$ cat config.mk
export PLATFORM = sky130hd
export DESIGN_NAME = mem_port_arbiter
export DESIGN_NICKNAME = d
export VERILOG_FILES = /design/src/rtl/mem_port_arbiter.sv
export SDC_FILE = /design/constraint.sdc
export NUM_CORES = 1
export LEC_CHECK = 0
export CORE_MARGIN = 4
export CORE_UTILIZATION = 40
export CTS_CLUSTER_DIAMETER = 40
export DETAILED_ROUTE_END_ITERATION = 6
export PLACE_DENSITY = 0.84
export SYNTH_ARGS = -nofsm -noshare
export SYNTH_HDL_FRONTEND = slang
export SYNTH_SLANG_ARGS = --single-unit
$ cat constraint.sdc
create_clock -name clk_i -period 5.3 [get_ports clk_i]
set_input_delay 0.53 -clock clk_i [delete_from_list [all_inputs] [get_ports clk_i]]
set_output_delay 0.53 -clock clk_i [all_outputs]
set_load 0.02 [all_outputs]
$ cat src/rtl/mem_port_arbiter.sv
// ============================================================================
//  Module   : mem_port_arbiter
//  Purpose  : Shares one single-ported, variable-latency memory between the
//             instruction-fetch stage and the load/store stage. Data accesses
//             win by default; a starvation counter forces a fetch grant after
//             STARVE_LIMIT consecutive data grants taken while a fetch waited.
//             One access is outstanding at a time; every access walks
//             IDLE -> BUSY -> RESP, so the repeat interval is at least 3 cycles.
//  Revision : 1.0  initial release
// ----------------------------------------------------------------------------
//  Ports
//   clk_i        in   1       clock, rising edge
//   rst_i        in   1       asynchronous active-high reset
//   if_req_i     in   1       fetch request, held until if_valid_o
//   if_addr_i    in   ADDR_W  fetch address
//   if_data_o    out  DATA_W  fetched instruction, valid with if_valid_o
//   if_valid_o   out  1       one-cycle fetch completion pulse
//   if_stall_o   out  1       if_req_i & ~if_valid_o
//   dm_req_i     in   1       data request, held until dm_valid_o
//   dm_we_i      in   1       1 = store, 0 = load
//   dm_addr_i    in   ADDR_W  data address
//   dm_wdata_i   in   DATA_W  store data
//   dm_rdata_o   out  DATA_W  load data, valid with dm_valid_o
//   dm_valid_o   out  1       one-cycle data completion pulse
//   dm_stall_o   out  1       dm_req_i & ~dm_valid_o
//   mem_req_o    out  1       memory request, held until mem_ack_i
//   mem_we_o     out  1       memory write enable
//   mem_addr_o   out  ADDR_W  memory address
//   mem_wdata_o  out  DATA_W  memory write data
//   mem_ack_i    in   1       memory completion (may coincide with mem_req_o rise)
//   mem_rdata_i  in   DATA_W  memory read data, valid with mem_ack_i
// ============================================================================
`default_nettype none

module mem_port_arbiter #(
   parameter int ADDR_W       = 32,
   parameter int DATA_W       = 32,
   parameter int STARVE_LIMIT = 4
) (
   input  logic              clk_i,
   input  logic              rst_i,
   input  logic              if_req_i,
   input  logic [ADDR_W-1:0] if_addr_i,
   output logic [DATA_W-1:0] if_data_o,
   output logic              if_valid_o,
   output logic              if_stall_o,
   input  logic              dm_req_i,
   input  logic              dm_we_i,
   input  logic [ADDR_W-1:0] dm_addr_i,
   input  logic [DATA_W-1:0] dm_wdata_i,
   output logic [DATA_W-1:0] dm_rdata_o,
   output logic              dm_valid_o,
   output logic              dm_stall_o,
   output logic              mem_req_o,
   output logic              mem_we_o,
   output logic [ADDR_W-1:0] mem_addr_o,
   output logic [DATA_W-1:0] mem_wdata_o,
   input  logic              mem_ack_i,
   input  logic [DATA_W-1:0] mem_rdata_i
);

   localparam int                CNT_W = $clog2(STARVE_LIMIT + 1);
   localparam logic [CNT_W-1:0]  LIMIT = CNT_W'(STARVE_LIMIT);

   typedef enum logic [1:0] {
      IDLE    = 2'd0,
      IF_BUSY = 2'd1,
      DM_BUSY = 2'd2,
      RESP    = 2'd3
   } state_t;

   state_t            state,      state_nx;
   logic [CNT_W-1:0]  starve_cnt, starve_cnt_nx;
   logic              resp_dm,    resp_dm_nx;     // RESP belongs to the data side
   logic [ADDR_W-1:0] addr_q,     addr_nx;
   logic              we_q,       we_nx;
   logic [DATA_W-1:0] wdata_q,    wdata_nx;
   logic [DATA_W-1:0] if_data_q,  if_data_nx;
   logic [DATA_W-1:0] dm_rdata_q, dm_rdata_nx;

   logic              dm_wins;

   // Data wins unless a fetch is waiting and has already been passed over
   // STARVE_LIMIT times in a row.
   assign dm_wins = dm_req_i && (!if_req_i || (starve_cnt < LIMIT));

   always_ff @(posedge clk_i or posedge rst_i) begin
      if (rst_i) begin
         state      <= IDLE;
         starve_cnt <= '0;
         resp_dm    <= 1'b0;
         addr_q     <= '0;
         we_q       <= 1'b0;
         wdata_q    <= '0;
         if_data_q  <= '0;
         dm_rdata_q <= '0;
      end else begin
         state      <= state_nx;
         starve_cnt <= starve_cnt_nx;
         resp_dm    <= resp_dm_nx;
         addr_q     <= addr_nx;
         we_q       <= we_nx;
         wdata_q    <= wdata_nx;
         if_data_q  <= if_data_nx;
         dm_rdata_q <= dm_rdata_nx;
      end
   end

   always_comb begin
      state_nx      = state;
      starve_cnt_nx = starve_cnt;
      resp_dm_nx    = resp_dm;
      addr_nx       = addr_q;
      we_nx         = we_q;
      wdata_nx      = wdata_q;
      if_data_nx    = if_data_q;
      dm_rdata_nx   = dm_rdata_q;

      case (state)
         IDLE: begin
            if (dm_wins) begin
               state_nx = DM_BUSY;
               addr_nx  = dm_addr_i;
               we_nx    = dm_we_i;
               wdata_nx = dm_wdata_i;
               // With a fetch waiting this branch is only reachable while
               // starve_cnt < LIMIT, so the increment saturates at LIMIT.
               if (if_req_i) begin
                  starve_cnt_nx = starve_cnt + CNT_W'(1);
               end else begin
                  starve_cnt_nx = '0;
               end
            end else if (if_req_i) begin
               state_nx      = IF_BUSY;
               addr_nx       = if_addr_i;
               we_nx         = 1'b0;
               wdata_nx      = '0;
               starve_cnt_nx = '0;
            end else begin
               starve_cnt_nx = '0;
            end
         end

         IF_BUSY: begin
            if (mem_ack_i) begin
               if_data_nx = mem_rdata_i;
               resp_dm_nx = 1'b0;
               state_nx   = RESP;
            end
         end

         DM_BUSY: begin
            if (mem_ack_i) begin
               // A store completes without disturbing the last load result.
               if (!we_q) begin
                  dm_rdata_nx = mem_rdata_i;
               end
               resp_dm_nx = 1'b1;
               state_nx   = RESP;
            end
         end

         RESP: begin
            state_nx = IDLE;
         end

         default: begin
            state_nx = IDLE;
         end
      endcase
   end

   // Memory side: request is a pure function of state so an async reset
   // drops it immediately.
   assign mem_req_o   = (state == IF_BUSY) || (state == DM_BUSY);
   assign mem_we_o    = (state == DM_BUSY) && we_q;
   assign mem_addr_o  = addr_q;
   assign mem_wdata_o = wdata_q;

   // Pipeline side
   assign if_data_o   = if_data_q;
   assign dm_rdata_o  = dm_rdata_q;
   assign if_valid_o  = (state == RESP) && !resp_dm;
   assign dm_valid_o  = (state == RESP) &&  resp_dm;

   // Stalls depend only on request and valid, never on mem_ack_i.
   assign if_stall_o  = if_req_i && !if_valid_o;
   assign dm_stall_o  = dm_req_i && !dm_valid_o;

endmodule

`default_nettype wire

# Yosys cells after proc, flatten, opt, wreduce, memory -nomap -nowiden
# Index checks and enable logic that the tools add are counted.
[op_classes] add_sub_neg=1 magnitude_cmp=1 eq_ne=7 n_mux=15 bitwise_logic=1 reduce_logical=21
[ops] operator="$mux W32" count=4
[ops] operator="$logic_and A1 B1 Y1" count=6
[ops] operator="$mux W2" count=3
[ops] operator="$mux W3" count=2
[ops] operator="$pmux W2 S3" count=1
[ops] operator="$reduce_and A2 Y1" count=3
[ops] operator="$reduce_and A3 Y1" count=2
[ops] operator="$eq A2 B2 Y1 const B" count=2
[ops] operator="$logic_not A1 Y1" count=4
[ops] operator="$mux W1" count=4
[ops] operator="$ne A2 B2 Y1 const B" count=2
[ops] operator="$reduce_bool A2 Y1" count=2
[ops] operator="$add A3 B1 Y3 const B" count=1
[ops] operator="$lt A3 B3 Y1 const B" count=1
[ops] operator="$ne A3 B3 Y1 const B" count=1
[ops] operator="$eq A2 B1 Y1 const B" count=1
[ops] operator="$logic_not A2 Y1" count=1
[ops] operator="$logic_or A1 B1 Y1" count=2
[ops] operator="$ne A2 B1 Y1 const B" count=1
[ops] operator="$pmux W1 S2" count=1
[ops] operator="$reduce_or A2 Y1" count=1
[ops] operator="$not A1 Y1" count=1
[totals] ff_bits=135 in_bits=134 output_inout_bits=134 elab_cells=54

# Logic depth before layout (Yosys ltp)
[depth] word_depth=5 mapped_depth=7 ltp_nobuf=5

# Worst setup path after synthesis
# Ideal clock, no wire load.
[synth_timing] kind="flip-flop to output port" from="register state[0]" to="output dm_stall_o" t_arrival_ns=1.133 t_required_ns=4.770 path_slack_ns=3.637 path_stages_with_launch=4 n_path_buf=0 cell_sequence="dfrtp_1 -> ha_1 -> and2_1 -> nor2b_1"
[synth_between] elab_chain_len=4
[synth_lines] element="from (decl)" line="72" source="state_t state, state_nx;"
[synth_lines] element="from (signal assigned)" line="98" source="state <= state_nx;"
[synth_lines] element="$eq A2 B2 Y1" line="184" source="assign dm_valid_o = (state == RESP) && resp_dm;"
[synth_lines] element="$logic_and A1 B1 Y1" line="184"
[synth_lines] element="net dm_valid_o" line="52" source="output logic dm_valid_o,"
[synth_lines] element="$logic_not A1 Y1" line="188" source="assign dm_stall_o = dm_req_i && !dm_valid_o;"
[synth_lines] element="$logic_and A1 B1 Y1" line="188"
[synth_lines] element="to (decl)" line="53" source="output logic dm_stall_o,"
# The timed path passes the listed nets, and every way through them passes these cells.

# Worst setup path in the final report
[layout_timing] from="input if_req_i" to="output if_stall_o"
[layout_between] elab_chain_len=1
[layout_lines] element="from (decl)" line="42" source="input logic if_req_i,"
[layout_lines] element="$logic_and A1 B1 Y1" line="187" source="assign if_stall_o = if_req_i && !if_valid_o;"
[layout_lines] element="to (decl)" line="46" source="output logic if_stall_o,"
# No other way between the ends.

==> out/results.ini <==
[layout]
finalCoreUtilization_pct=66.24
antennaDiodeCount=0
areaGrowthSynthToFinish_pct=62.63
fillCellCount=1005
layout.nets=826
postLayoutCellArea_um2=8772
drive_gt1_share_pct=15.16

[power]
comb_power_share_pct=47.8
power.net_switching_mw=2.046
p_clk_share_pct=20.3
power_density_nw_per_um2=646.9
ir_drop_v=0.0002768
p_sw_share_pct=36.05
p_leak_nw=3.748
seqPwrFrac_pct=31.9
cell_internal_pwr_mw=3.629

[placed_design]
place_congestion=0.7871
dp_hpwl_mm=11.36
port-buffer-count=267
detailed_place.area_um2=8184

[synthesis]
synth.top_cell.area_share_pct=62.63
async_reset_ff_share_pct=100.0
yosysWarnings=0
count_of_flip_flops_with_a_built_in_enable_after_synthesis=0
avgSynthCellArea_um2=12.81
synthesis.nets=561
synthCells=421
post_synth_num_cell_types=26
synth_area_leaders=sky130_fd_sc_hd__dfrtp_1 63%, sky130_fd_sc_hd__mux2_2 13%, sky130_fd_sc_hd__a21oi_1 6.0%
netlist.top_cell.by_area=sky130_fd_sc_hd__dfrtp_1
synth.top_cells.by_count=135 x sky130_fd_sc_hd__dfrtp_1, 65 x sky130_fd_sc_hd__a21oi_1, 64 x sky130_fd_sc_hd__mux2_2
post_synth_instance_area_um2=5394
post-synth-top-count-cell=sky130_fd_sc_hd__dfrtp_1
ys_seq_elements=135
seq_total_area_yosys_pct=62.63
synth_flop_cell=sky130_fd_sc_hd__dfrtp_1

[worst_setup_path]
timing.critical_path.to_type=primary output
r2r-end=mem_addr_o[21]$_DFFE_PP0P_
timing.reg2reg.worst_path_depth=5
crit_arrival_ps=2090
rrSetupSlack_ps=3200
critical_path.max_fanout=9
timing.critical_path.from_type=input port
worstPathRequired_ps=4770
worstReg2RegStart=state[1]$_DFFE_PP0P_
worst-setup-path-type=in2out

[clock_tree]
tritoncts=built
clkLatencyLatePin_ps=400
holdBufCountCts=0
ctsLongestPathBuffers=2
cts_sinks=135
post-cts-setup-buffers=0
clk_root_buffer_cell=sky130_fd_sc_hd__clkbuf_16
cts_max_level=4
post_cts_resize_count=0
cts_buffers=17
clkSlewWorstSetupHoldPaths_ps=60

[detailed_routing]
avgRoutedWirePerCell_um=17.54
drt-initial-drc-count=235
drt-pass1-iter-count=4
route.final.wire_length_mm=15.35
routed-via-count=4311
antenna_violating_nets_post_route=0
vias_per_cell=4.927
drt_drc_violations_left=0

[timing]
timing_max_transition_violations_final=0
fmax_mhz=382.1
setup_viol=0
worst_slew_pin_slew_ps=1196
clock-skew-final_ps=8.104
final.setup.tns_ps=0
finalCriticalPeriod_ps=2617
grt_setup_unrepaired=no
final_hold_viol_count=0
worst_slew_margin_rel_pct=20.24
finalCritPeriodShare_pct=49.38

[run]
maxCapViolCount=0

[worst_hold_path]
whs_endpoint=dm_rdata_o[4]$_DFFE_PP0P_
worst_hold_startpoint=dm_rdata_o[4]$_DFFE_PP0P_
hold_depth=1
holdCritPathClass=reg2reg

[status]
status=complete, no violations

[grt]
grt_start_max_net_pins=51
global_route.overflow_total=0
grt_first_pass_wirelength_mm=23.56
first_global_vias=4762
grt_util_all_layers_pct=19.84
grt_antenna_before_repair=0

[floorplanning]
placement_rows=42
core_area_um2=13240
die-area_um2=15410
die_height_um=124.1
ios=268
die_w_um=124.1
floorplan.initialDensity_pct=40.73

[area by class of cell]
| cell class | instances | area, µm² | share of cell area (%) |
|---|---|---|---|
| sequential | 135 | 3378 | 38.51 |
| timing repair buffer | 273 | 2718 | 30.98 |
| multi-input combinational | 254 | 1847 | 21.05 |
| clock buffer | 19 | 442.9 | 5.049 |
| tap | 176 | 220.2 | 2.510 |
| clock inverter | 13 | 145.1 | 1.655 |
| inverter | 5 | 21.27 | 0.2425 |
[flip-flops by register name, indices dropped and copies added, names as in the netlist]
signal and count:
we_q 1, starve_cnt 3, resp_dm 1, mem_wdata_o 32
if_data_o 32, state 2, dm_rdata_o 32, mem_addr_o 32
[per-stage QoR]
step           hold WS [ps]  power [mW]  worst slack [ps]  instances
2_1_floorplan         467.3       3.232              1159        421
3_3_place_gp          487.7       4.477              2489        843
3_5_place_dp          492.2       4.564              2437        843
4_1_cts               507.0       5.746              2675        875
5_1_grt               519.3       5.991              2624        875
6_report              503.2       5.675              2683        875
[worst max path at each step]
| stage | from | end | slack, ps | cells past startpoint |
|---|---|---|---|---|
| after detailed placement | if_req_i | starve_cnt[1]$_DFFE_PP0N_ | 2440 | 4 |
| after global routing | if_req_i | if_stall_o | 2620 | 3 |
| after floorplan | rst_i | dm_rdata_o[0]$_DFFE_PP0P_ | 1160 | 1 |
| after CTS | if_req_i | if_stall_o | 2680 | 3 |
| after global placement | if_req_i | starve_cnt[2]$_DFFE_PP0N_ | 2490 | 4 |
| final | if_req_i | if_stall_o | 2680 | 3 |
[logic make-up (layout without fill, tap and decap cells)]
kind of cell | Yosys count | after routing | synth area share [%]
simple gates | 74 | 74 | 5.799
buf+inv | 32 | 310 | 3.340
fa+ha+maj | 6 | 6 | 1.392
flops | 135 | 135 | 62.63
mux | 67 | 67 | 13.94
compound gates | 107 | 107 | 12.90
[metal layers]
| layer | global-route usage (%) | up-vias | wire (µm) |
|---|---|---|---|
| li1 | - | 2013 | - |
| met1 | 22.19 | 2081 | 5763 |
| met2 | 35.00 | 176 | 7953 |
| met3 | 5.540 | 41 | 1056 |
| met4 | 9.172 | 0 | 574 |
| met5 | 0 | - | 0 |
[power groups by stage]
stage | sequential [mW] | combinational, mW | clock [mW]
4_1_cts | 1.81 | 2.75 | 1.19
6_report | 1.81 | 2.71 | 1.15
3_5_place_dp | 1.81 | 2.75 | 0
3_3_place_gp | 1.79 | 2.69 | 0
2_1_floorplan | 2.37 | 0.865 | 0
5_1_grt | 1.86 | 2.90 | 1.23
[worst max-delay path: stages]
cell and delay (ps):
sky130_fd_sc_hd__clkdlybuf4s50_1 710, sky130_fd_sc_hd__nor2b_1 190, sky130_fd_sc_hd__clkdlybuf4s50_1 650
[cells in the final DEF, fill, tap and decap left out, drive strengths merged, types with 2 or more instances in the layout]
cell type / n
clkdlybuf4s50: 267
dfrtp: 135
a21oi: 65
mux2: 65
a22o: 35
nor2: 34
nand2: 33
clkbuf: 19
inv: 9
ha: 6
buf: 6
clkinv: 5
nor2b: 4
and2: 2
a32o: 2
mux2i: 2
clkinvlp: 2
bufinv: 2
(Power assumes the default switching activity.)
